**src/rtl/fifo_pkg.sv**
```systemverilog
// Shared constants and width helpers for the per-VC FIFO bank.
// Flag indices address the packed status vector each channel exports.
package fifo_pkg;

  localparam int EMPTY     = 0;
  localparam int FULL      = 1;
  localparam int AF        = 2;
  localparam int AE        = 3;
  localparam int PAUSE     = 4;
  localparam int NUM_FLAGS = 5;

  function automatic int clog2(input int v);
    int r;
    r = 0;
    while ((1 << r) < v) r++;
    return r;
  endfunction

  // Channel select is at least one bit wide, even for a single channel.
  function automatic int ch_width(input int n);
    return (clog2(n) < 1) ? 1 : clog2(n);
  endfunction

  function automatic int count_width(input int addr_size);
    return addr_size + 1;
  endfunction

endpackage

```
**src/rtl/fifo_vc_chan.sv**
```systemverilog
// One virtual-channel FIFO: storage, pointers, occupancy, flags, pause hysteresis, errors.
// FIFO_VC_ERR_STICKY_EN makes err_ovf/err_udf sticky until err_clr.
module fifo_vc_chan
  import fifo_pkg::*;
#(
  parameter int DATA_SIZE = 6,
  parameter int ADDR_SIZE = 2
) (
  input  logic                 clk,
  input  logic                 reset,
  input  logic                 push,
  input  logic [DATA_SIZE-1:0] data_in,
  input  logic                 pop,
  input  logic [ADDR_SIZE:0]   af_thr,
  input  logic [ADDR_SIZE:0]   ae_thr,
  input  logic                 err_clr,
  output logic [DATA_SIZE-1:0] data_out,
  output logic                 data_valid,
  output logic [NUM_FLAGS-1:0] flags,
  output logic                 err_ovf,
  output logic                 err_udf,
  output logic [ADDR_SIZE:0]   count
);

  localparam int CW = count_width(ADDR_SIZE);
  localparam int DEPTH = 1 << ADDR_SIZE;
  localparam logic [CW-1:0] FULL_CNT = CW'(DEPTH);

  logic [DATA_SIZE-1:0] mem [DEPTH];
  logic [ADDR_SIZE-1:0] wr_ptr, rd_ptr;
  logic                 pause_q;
  logic                 is_empty, is_full, pop_acc, push_acc, ovf_ev, udf_ev;
  logic                 next_pause;
  logic [CW-1:0]        next_count;

  // Handshake: push/pop are requests with no stall; pop is accepted when not empty,
  // push when not full or when a pop frees a slot the same edge. Rejects raise errors.
  always_comb begin
    is_empty   = (count == '0);
    is_full    = (count == FULL_CNT);
    pop_acc    = pop && !is_empty;
    push_acc   = push && (!is_full || pop_acc);
    ovf_ev     = push && !push_acc;
    udf_ev     = pop && is_empty;
    next_count = count;
    if (push_acc && !pop_acc)      next_count = count + 1'b1;
    else if (pop_acc && !push_acc) next_count = count - 1'b1;
    // Set wins over clear when the thresholds overlap.
    next_pause = pause_q;
    if (next_count >= af_thr)      next_pause = 1'b1;
    else if (next_count <= ae_thr) next_pause = 1'b0;
  end

  always_comb begin
    flags        = '0;
    flags[EMPTY] = is_empty;
    flags[FULL]  = is_full;
    flags[AF]    = (count >= af_thr);
    flags[AE]    = (count <= ae_thr) && !is_empty;
    flags[PAUSE] = pause_q;
  end

  always_ff @(posedge clk) begin
    if (!reset && push_acc) mem[wr_ptr] <= data_in;
  end

  always_ff @(posedge clk) begin
    if (reset) begin
      wr_ptr     <= '0;
      rd_ptr     <= '0;
      count      <= '0;
      data_out   <= '0;
      data_valid <= 1'b0;
      pause_q    <= 1'b0;
      err_ovf    <= 1'b0;
      err_udf    <= 1'b0;
    end else begin
      if (push_acc) wr_ptr <= wr_ptr + 1'b1;
      if (pop_acc) begin
        rd_ptr   <= rd_ptr + 1'b1;
        data_out <= mem[rd_ptr];
      end
      data_valid <= pop_acc;
      count      <= next_count;
      pause_q    <= next_pause;
`ifdef FIFO_VC_ERR_STICKY_EN
      err_ovf <= ovf_ev || (err_ovf && !err_clr);
      err_udf <= udf_ev || (err_udf && !err_clr);
`else
      err_ovf <= ovf_ev;
      err_udf <= udf_ev;
`endif
    end
  end

`ifndef FIFO_VC_ERR_STICKY_EN
  logic unused_err_clr;
  assign unused_err_clr = err_clr;
`endif

endmodule

```
**src/rtl/fifo_vc_bank.sv**
```systemverilog
// Bank of NUM_CH independent FIFOs sharing one push port, one pop per channel.
// FIFO_VC_ERR_STICKY_EN selects sticky error flags cleared by err_clr.
module fifo_vc_bank
  import fifo_pkg::*;
#(
  parameter int DATA_SIZE = 6,
  parameter int ADDR_SIZE = 2,
  parameter int NUM_CH    = 4
) (
  input  logic                              clk,
  input  logic                              reset,
  input  logic                              push,
  input  logic [ch_width(NUM_CH)-1:0]       push_ch,
  input  logic [DATA_SIZE-1:0]              data_in,
  input  logic [NUM_CH-1:0]                 pop,
  input  logic [ADDR_SIZE:0]                af_thr,
  input  logic [ADDR_SIZE:0]                ae_thr,
  input  logic                              err_clr,
  output logic [NUM_CH*DATA_SIZE-1:0]       data_out,
  output logic [NUM_CH-1:0]                 data_valid,
  output logic [NUM_CH-1:0]                 fifo_empty,
  output logic [NUM_CH-1:0]                 fifo_full,
  output logic [NUM_CH-1:0]                 almost_full,
  output logic [NUM_CH-1:0]                 almost_empty,
  output logic [NUM_CH-1:0]                 pause,
  output logic [NUM_CH-1:0]                 err_ovf,
  output logic [NUM_CH-1:0]                 err_udf,
  output logic [NUM_CH*(ADDR_SIZE+1)-1:0]   data_count
);

  localparam int CH_W = ch_width(NUM_CH);
  localparam int CW   = count_width(ADDR_SIZE);

  logic [NUM_CH-1:0]    push_sel;
  logic [NUM_FLAGS-1:0] flg [NUM_CH];

  for (genvar i = 0; i < NUM_CH; i++) begin : g_ch
    // Out-of-range push_ch matches no channel, so the push is silently dropped.
    assign push_sel[i] = push && (push_ch == CH_W'(i));

    fifo_vc_chan #(
      .DATA_SIZE(DATA_SIZE),
      .ADDR_SIZE(ADDR_SIZE)
    ) u_chan (
      .clk       (clk),
      .reset     (reset),
      .push      (push_sel[i]),
      .data_in   (data_in),
      .pop       (pop[i]),
      .af_thr    (af_thr),
      .ae_thr    (ae_thr),
      .err_clr   (err_clr),
      .data_out  (data_out[i*DATA_SIZE +: DATA_SIZE]),
      .data_valid(data_valid[i]),
      .flags     (flg[i]),
      .err_ovf   (err_ovf[i]),
      .err_udf   (err_udf[i]),
      .count     (data_count[i*CW +: CW])
    );

    assign fifo_empty[i]   = flg[i][EMPTY];
    assign fifo_full[i]    = flg[i][FULL];
    assign almost_full[i]  = flg[i][AF];
    assign almost_empty[i] = flg[i][AE];
    assign pause[i]        = flg[i][PAUSE];
  end

endmodule

```
**config.mk**
```make
export PLATFORM = sky130hd
export DESIGN_NAME = fifo_vc_bank
export DESIGN_NICKNAME = d
export VERILOG_FILES = /design/src/rtl/fifo_pkg.sv /design/src/rtl/fifo_vc_chan.sv /design/src/rtl/fifo_vc_bank.sv
export SDC_FILE = /design/constraint.sdc
export NUM_CORES = 1
export LEC_CHECK = 0
export CAP_MARGIN = 30
export CORE_ASPECT_RATIO = 0.75
export CORE_UTILIZATION = 69
export CTS_CLUSTER_DIAMETER = 40
export DETAILED_ROUTE_END_ITERATION = 8
export DONT_BUFFER_PORTS = 1
export PLACE_DENSITY_LB_ADDON = 0.08
export SYNTH_ARGS = -nofsm -noshare
export SYNTH_HDL_FRONTEND = slang
export SYNTH_SLANG_ARGS = --single-unit
```
**constraint.sdc**
```tcl
create_clock -name clk -period 4.2 [get_ports clk]
set_clock_uncertainty 0.05 [all_clocks]
set_input_delay 0.63 -clock clk [delete_from_list [all_inputs] [get_ports clk]]
set_output_delay 0.63 -clock clk [all_outputs]
set_load 0.01 [all_outputs]
```
# Word level (Yosys, flattened, before mapping)

Memories as Yosys holds them, arrays and structs flattened. A register that Yosys moved wholly into a read port is not among the register bits.
Index checks and enable logic that the tools add are counted.

Order comparisons: 16
Equal/unequal tests: 7
Add/subtract/negate cells: 16
Reduce and logical (&&, ||, !) cells: 66
Muxes and demuxes: 24

Operator list:

| operator                                         | number |
|---|---|
| logical AND 1 bit                                | 36 |
| >= comparator 3 bit                              | 8 |
| less-or-equal comparator 3 bit                   | 8 |
| two-way mux 3 bit                                | 8 |
| zero test 1 bit                                  | 17 |
| adder 2 x 1 -> 2 bit, second input constant      | 8 |
| two-way mux 1 bit                                | 16 |
| adder 3 x 1 -> 3 bit, second input constant      | 4 |
| == test 3 bit, second input constant             | 4 |
| zero test 3 bit                                  | 4 |
| subtractor 3 x 1 -> 3 bit, second input constant | 4 |
| nonzero test 2 bit                               | 4 |
| == test 2 bit, second input constant             | 2 |
| logical OR 1 bit                                 | 4 |
| == test 2 x 1 -> 1 bit, second input constant    | 1 |
| zero test 2 bit                                  | 1 |

Flip-flop bits (word level): 44
Output and inout bits: 68
Memories: 4
Input port bits: 22
RAM bits: 96
Logic and storage cells: 161

Memory list:

| name               | depth | width | read ports | clocked after memory_dff | write ports | line               | source |
|---|---|---|---|---|---|---|---|
| g_ch[0].u_chan.mem | 4     | 6     | 1          | 1                        | 1           | fifo_vc_chan.sv:29 | `logic [DATA_SIZE-1:0] mem [DEPTH];` |
| g_ch[1].u_chan.mem | 4     | 6     | 1          | 1                        | 1           | fifo_vc_chan.sv:29 |  |
| g_ch[2].u_chan.mem | 4     | 6     | 1          | 1                        | 1           | fifo_vc_chan.sv:29 |  |
| g_ch[3].u_chan.mem | 4     | 6     | 1          | 1                        | 1           | fifo_vc_chan.sv:29 |  |

# Logic depth before layout (Yosys ltp)

Word-level depth: 12
Depth in mapped cells: 11
Mapped depth without buffers: 11

# By module

Synthesis repeated with hierarchy kept, for this count alone.

Cells, all modules: 665
Area, all modules: 8,064.0 um^2

Modules (own cells, without submodules):

| module                             | instances | cells an instance | area each (um^2) | seq. area each (um^2) |
|---|---|---|---|---|
| fifo_vc_chan at g_ch[0].u_chan ... | 3         | 165               | 2,010.7          | 1,061.0 |
| fifo_vc_chan at g_ch[3].u_chan     | 1         | 166               | 1,994.4          | 1,061.0 |
| fifo_vc_bank                       | 1         | 4                 | 37.5             | 0.0 |

# Least setup slack after synthesis

No wires, ideal clock.

Path type: flip-flop to flip-flop
Start: reg g_ch[0].u_chan.count[0]
End: reg g_ch[0].u_chan.pause_q
Library setup time: 0.134 ns
Clock period less this slack: 2.474 ns
Arrival: 2.290 ns
Stages on the path, launching flop included: 12
Slack: 1.726 ns
Cell sequence: dfxtp_1 > inv_1 > ha_1 > nand2b_1 > nand2_1 > o21ai_0 > xnor2_1 > ha_1 > nand2b_1 > a21o_1 > a21oi_1 > o22ai_1

Word-level cells in the longest chain between the ends: 11

RTL lines:

| element                                                                      | line                                   | source |
|---|---|---|
| start: declaration                                                           | fifo_vc_chan.sv:22                     | `output logic [ADDR_SIZE:0] count` |
| start signal: assignment                                                     | fifo_vc_chan.sv:84                     | `count <= next_count;` |
| zero test 3 bit                                                              | fifo_vc_chan.sv:39                     | `is_empty = (count == '0);` |
| zero test 1 bit                                                              | fifo_vc_chan.sv:41                     | `pop_acc = pop && !is_empty;` |
| logical AND 1 bit                                                            | fifo_vc_chan.sv:41                     |  |
| logical OR 1 bit                                                             | fifo_vc_chan.sv:42                     | `push_acc = push && (!is_full \|\| pop_acc);` |
| logical AND 1 bit                                                            | fifo_vc_chan.sv:42                     |  |
| zero test 1 bit                                                              | fifo_vc_chan.sv:47                     | `else if (pop_acc && !push_acc) next_count = count - 1'b1;` |
| logical AND 1 bit                                                            | fifo_vc_chan.sv:47                     |  |
| two-way mux 3 bit                                                            | fifo_vc_chan.sv:47                     |  |
| two-way mux 3 bit *                                                          | fifo_vc_chan.sv:46                     | `if (push_acc && !pop_acc) next_count = count + 1'b1;` |
| >= comparator 3 bit / less-or-equal comparator 3 bit (equally long branches) | fifo_vc_chan.sv:50, fifo_vc_chan.sv:51 |  |
| two-way mux 1 bit / nonzero test 2 bit (equally long branches)               | -                                      |  |
| end signal: assignment                                                       | fifo_vc_chan.sv:85                     | `pause_q <= next_pause;` |
| end: declaration                                                             | fifo_vc_chan.sv:31                     | `logic pause_q;` |

Mark *: on every way between the ends. The rest lies on a longest branch, timed or not.
A chain may end at the register's enable or synchronous reset.

# Worst setup path in the final report

Ends and elaborated chain as after synthesis.

==> out/results.ini <==
[status]
status = complete, but fails checks
violations = design-rule violations

[drt]
routed-via-count = 4742
drt_wl_total_um = 15000
viasPerCell = 6.16
drc_errors = 8
drt-initial-drc-count = 269
drt_first_pass_iters = 6
wl_per_cell_um = 19.5
ant_nets = 0

[cts]
post_cts_buffers = 0
clock_path_buffers = 2
htree_levels = 4
clk_latency_ps = 420
cts_buffers = 17
clkSinkCount = 164
postCtsHoldBufs = 0
cts.repair.resized = 0
cts_tree = yes
path_clk_slew_ps = 70
cts_root_buf = clkbuf_16

[floorplanning]
ioPinCount = 90
fp.dieW_um = 126
dieArea_sq_um = 11900
die_y_um = 94.8
start_util_pct = 71.6
rows = 33
core_region_area_sq_um = 11100

[sta]
fmax_mhz = 345
fin_crit_ps = 2900
period_share_pct = 69.0
tightest_slew_ps = 548
hold_viol = 0
drv_slew = 0
setup-tns-final_ps = 0
setup_violations = 0
relSlewSlack_pct = 63.4
holdWs_ps = 225
rsz0062_at_grt = no

[worst_setup_path]
slowest_delay_ps = 460
path_cells = inv_1, ha_1, nand2b_1, nand2_1, o21ai_0, xnor2_1, ha_1, nand2b_1, a21o_1, a21oi_1, o22ai_1
worstPathMaxFanout = 9
required_ps = 4460
arrival_ps = 3160
endpoint_kind = flop
worstSetupPathType = flop to flop
critPathSlowestCell = dfxtp_1
critPathLaunchType = flop

[finish]
mostFrequentLayoutCell = edfxtp_1
n_fill_cell = 662
stdcell_area_sq_um = 8440
antenna_cells = 0
nets = 715
drive_gt1_share_pct = 11.4
area_growth_pct = 6.61
stdcell_count = 770
mostFrequentLayoutCells = edfxtp_1, ha_1, dfxtp_1

[grt]
gr-total-overflow = 0
use_met1_pct = 32.5
grt_use_met2_pct = 47.0
met3_usage_pct = 6.52
grt_usage_pct = 26.8
grt_pass1_wl_um = 23800
grt_pass1_vias = 4702
grt_max_degree = 85
antenna_found_initial = 0
busiest_layer = met2

[synthesis]
syn-instance-count = 643
yosys.area.top_type = edfxtp_1
synth_cell_types = 42
synth.avg_cell_area_sq_um = 12.3
ys_seq_area_share_pct = 53.6
synth_edf_count = 96
ys.flop_type = edfxtp_1
synth.area.top_cells = edfxtp_1, dfxtp_1, ha_1, mux4_2, nand2_1
synth-async-reset-ratio_pct = 0
synth-seq-cells = 164
synth_area_sq_um = 7920
syn_nets = 741
yosys_warnings = 0
yosys.area.top_type_share_pct = 36.4

[job]
cap_violations = 0

[placed_design]
dp.final_hpwl_um = 10200
place_congestion = 0.815
dp_cells = 738
numPortBuffers = 0
place_area_sq_um = 7820

[power_and_ir_drop]
p_leak_nw = 3.29
vdd_drop_max_mv = 0.333
p_per_area_nw_per_um2 = 647

[min_path]
worstHoldPathType = input port to flop

[layer usage]
layer | vias up | part of all wire (%)
met5 | - | 0
met4 | 0 | 1.5
met3 | 24 | 5.2
met2 | 152 | 50
met1 | 2337 | 43
li1 | 2229 | -
[path summary, 6_finish.rpt]
check | cells past startpoint | slack, ps | endpoint | startpoint
worst max-delay path | 11 | 1300 | g_ch[0].u_chan.pause_q | g_ch[0].u_chan.count[0]
worst min-delay path | 1 | 230 | g_ch[0].u_chan.err_ovf | pop[0]
worst max register to register | 11 | 1300 | g_ch[0].u_chan.pause_q | g_ch[0].u_chan.count[0]
worst min register to register | 2 | 450 | g_ch[3].u_chan.data_out[2] | g_ch[3].u_chan.data_out[2]
[state kept, by name, summed over array words and instances, names as in the netlist]
| register | flops |
|---|---|
| g_ch.u_chan.err_udf | 4 |
| g_ch.u_chan.rd_ptr | 8 |
| g_ch.u_chan.data_valid | 4 |
| g_ch.u_chan.data_out | 24 |
| g_ch.u_chan.pause_q | 4 |
| g_ch.u_chan.count | 12 |
| g_ch.u_chan.wr_ptr | 8 |
| g_ch.u_chan.err_ovf | 4 |
| g_ch.u_chan.mem | 96 |
[synthesized netlist by cell type (all sizes together), types with 7 or more instances]
library cell and n:
nand3 16, clkbuf 8, nand2 63, o21ai 9, mux2 9, mux4 24
and2 20, nor2 36, a21o 16, nor2b 9, inv 32, buf 37
edfxtp 96, ha 76, dfxtp 68, a21oi 39, nand2b 16, mux2i 7
xnor2 16
[cell families after synthesis]
family                     after synthesis  share of synthesized area (%)
AOI/OAI and AO/OA                       83                           6.46
adders and majority gates               76                           12.0
xor gates and xnor gates                20                           2.21
buffers and inverters                   77                           4.91
DFF                                    164                           53.6
muxes                                   40                           8.99
and+or+nand+nor                        183                           11.8
[critical path, delay by kind of cell, from the launching register on]
family | cells | cell delay [ps]
DFF | 1 | 460
AOI/OAI and AO/OA | 4 | 780
and+or+nand+nor | 3 | 570
adders and majority gates | 2 | 560
xor gates and xnor gates | 1 | 210
buffers and inverters | 1 | 170
[through the flow]
| stage | util (%) | setup WS [ps] | total power, mW |
|---|---|---|---|
| after global routing | 76.3 | 1060 | 5.78 |
| after detailed placement | 70.7 | 1320 | 3.85 |
| after CTS | 76.3 | 1300 | 5.48 |
| final | 76.3 | 1300 | 5.46 |
| after global placement | 70.7 | 1370 | 3.75 |
| after floorplan | - | 1730 | 3.63 |
[power by group]
part           internal [mW]  switching (mW)  total, mW
combinational          0.778           0.882       1.66
clock                  0.953           0.670       1.62
sequential              1.87           0.304       2.18
[layout make-up]
| cell class | count | area (sq um) | share of cell area, % |
|---|---|---|---|
| multi-input cells | 402 | 3280 | 38.9 |
| well taps | 140 | 175 | 2.08 |
| clock inverters | 15 | 191 | 2.27 |
| clock buffers | 17 | 425 | 5.04 |
| flip-flops and latches | 164 | 4240 | 50.3 |
| inverters | 32 | 120 | 1.42 |
Note: power is estimated with default switching activity, not from simulation.
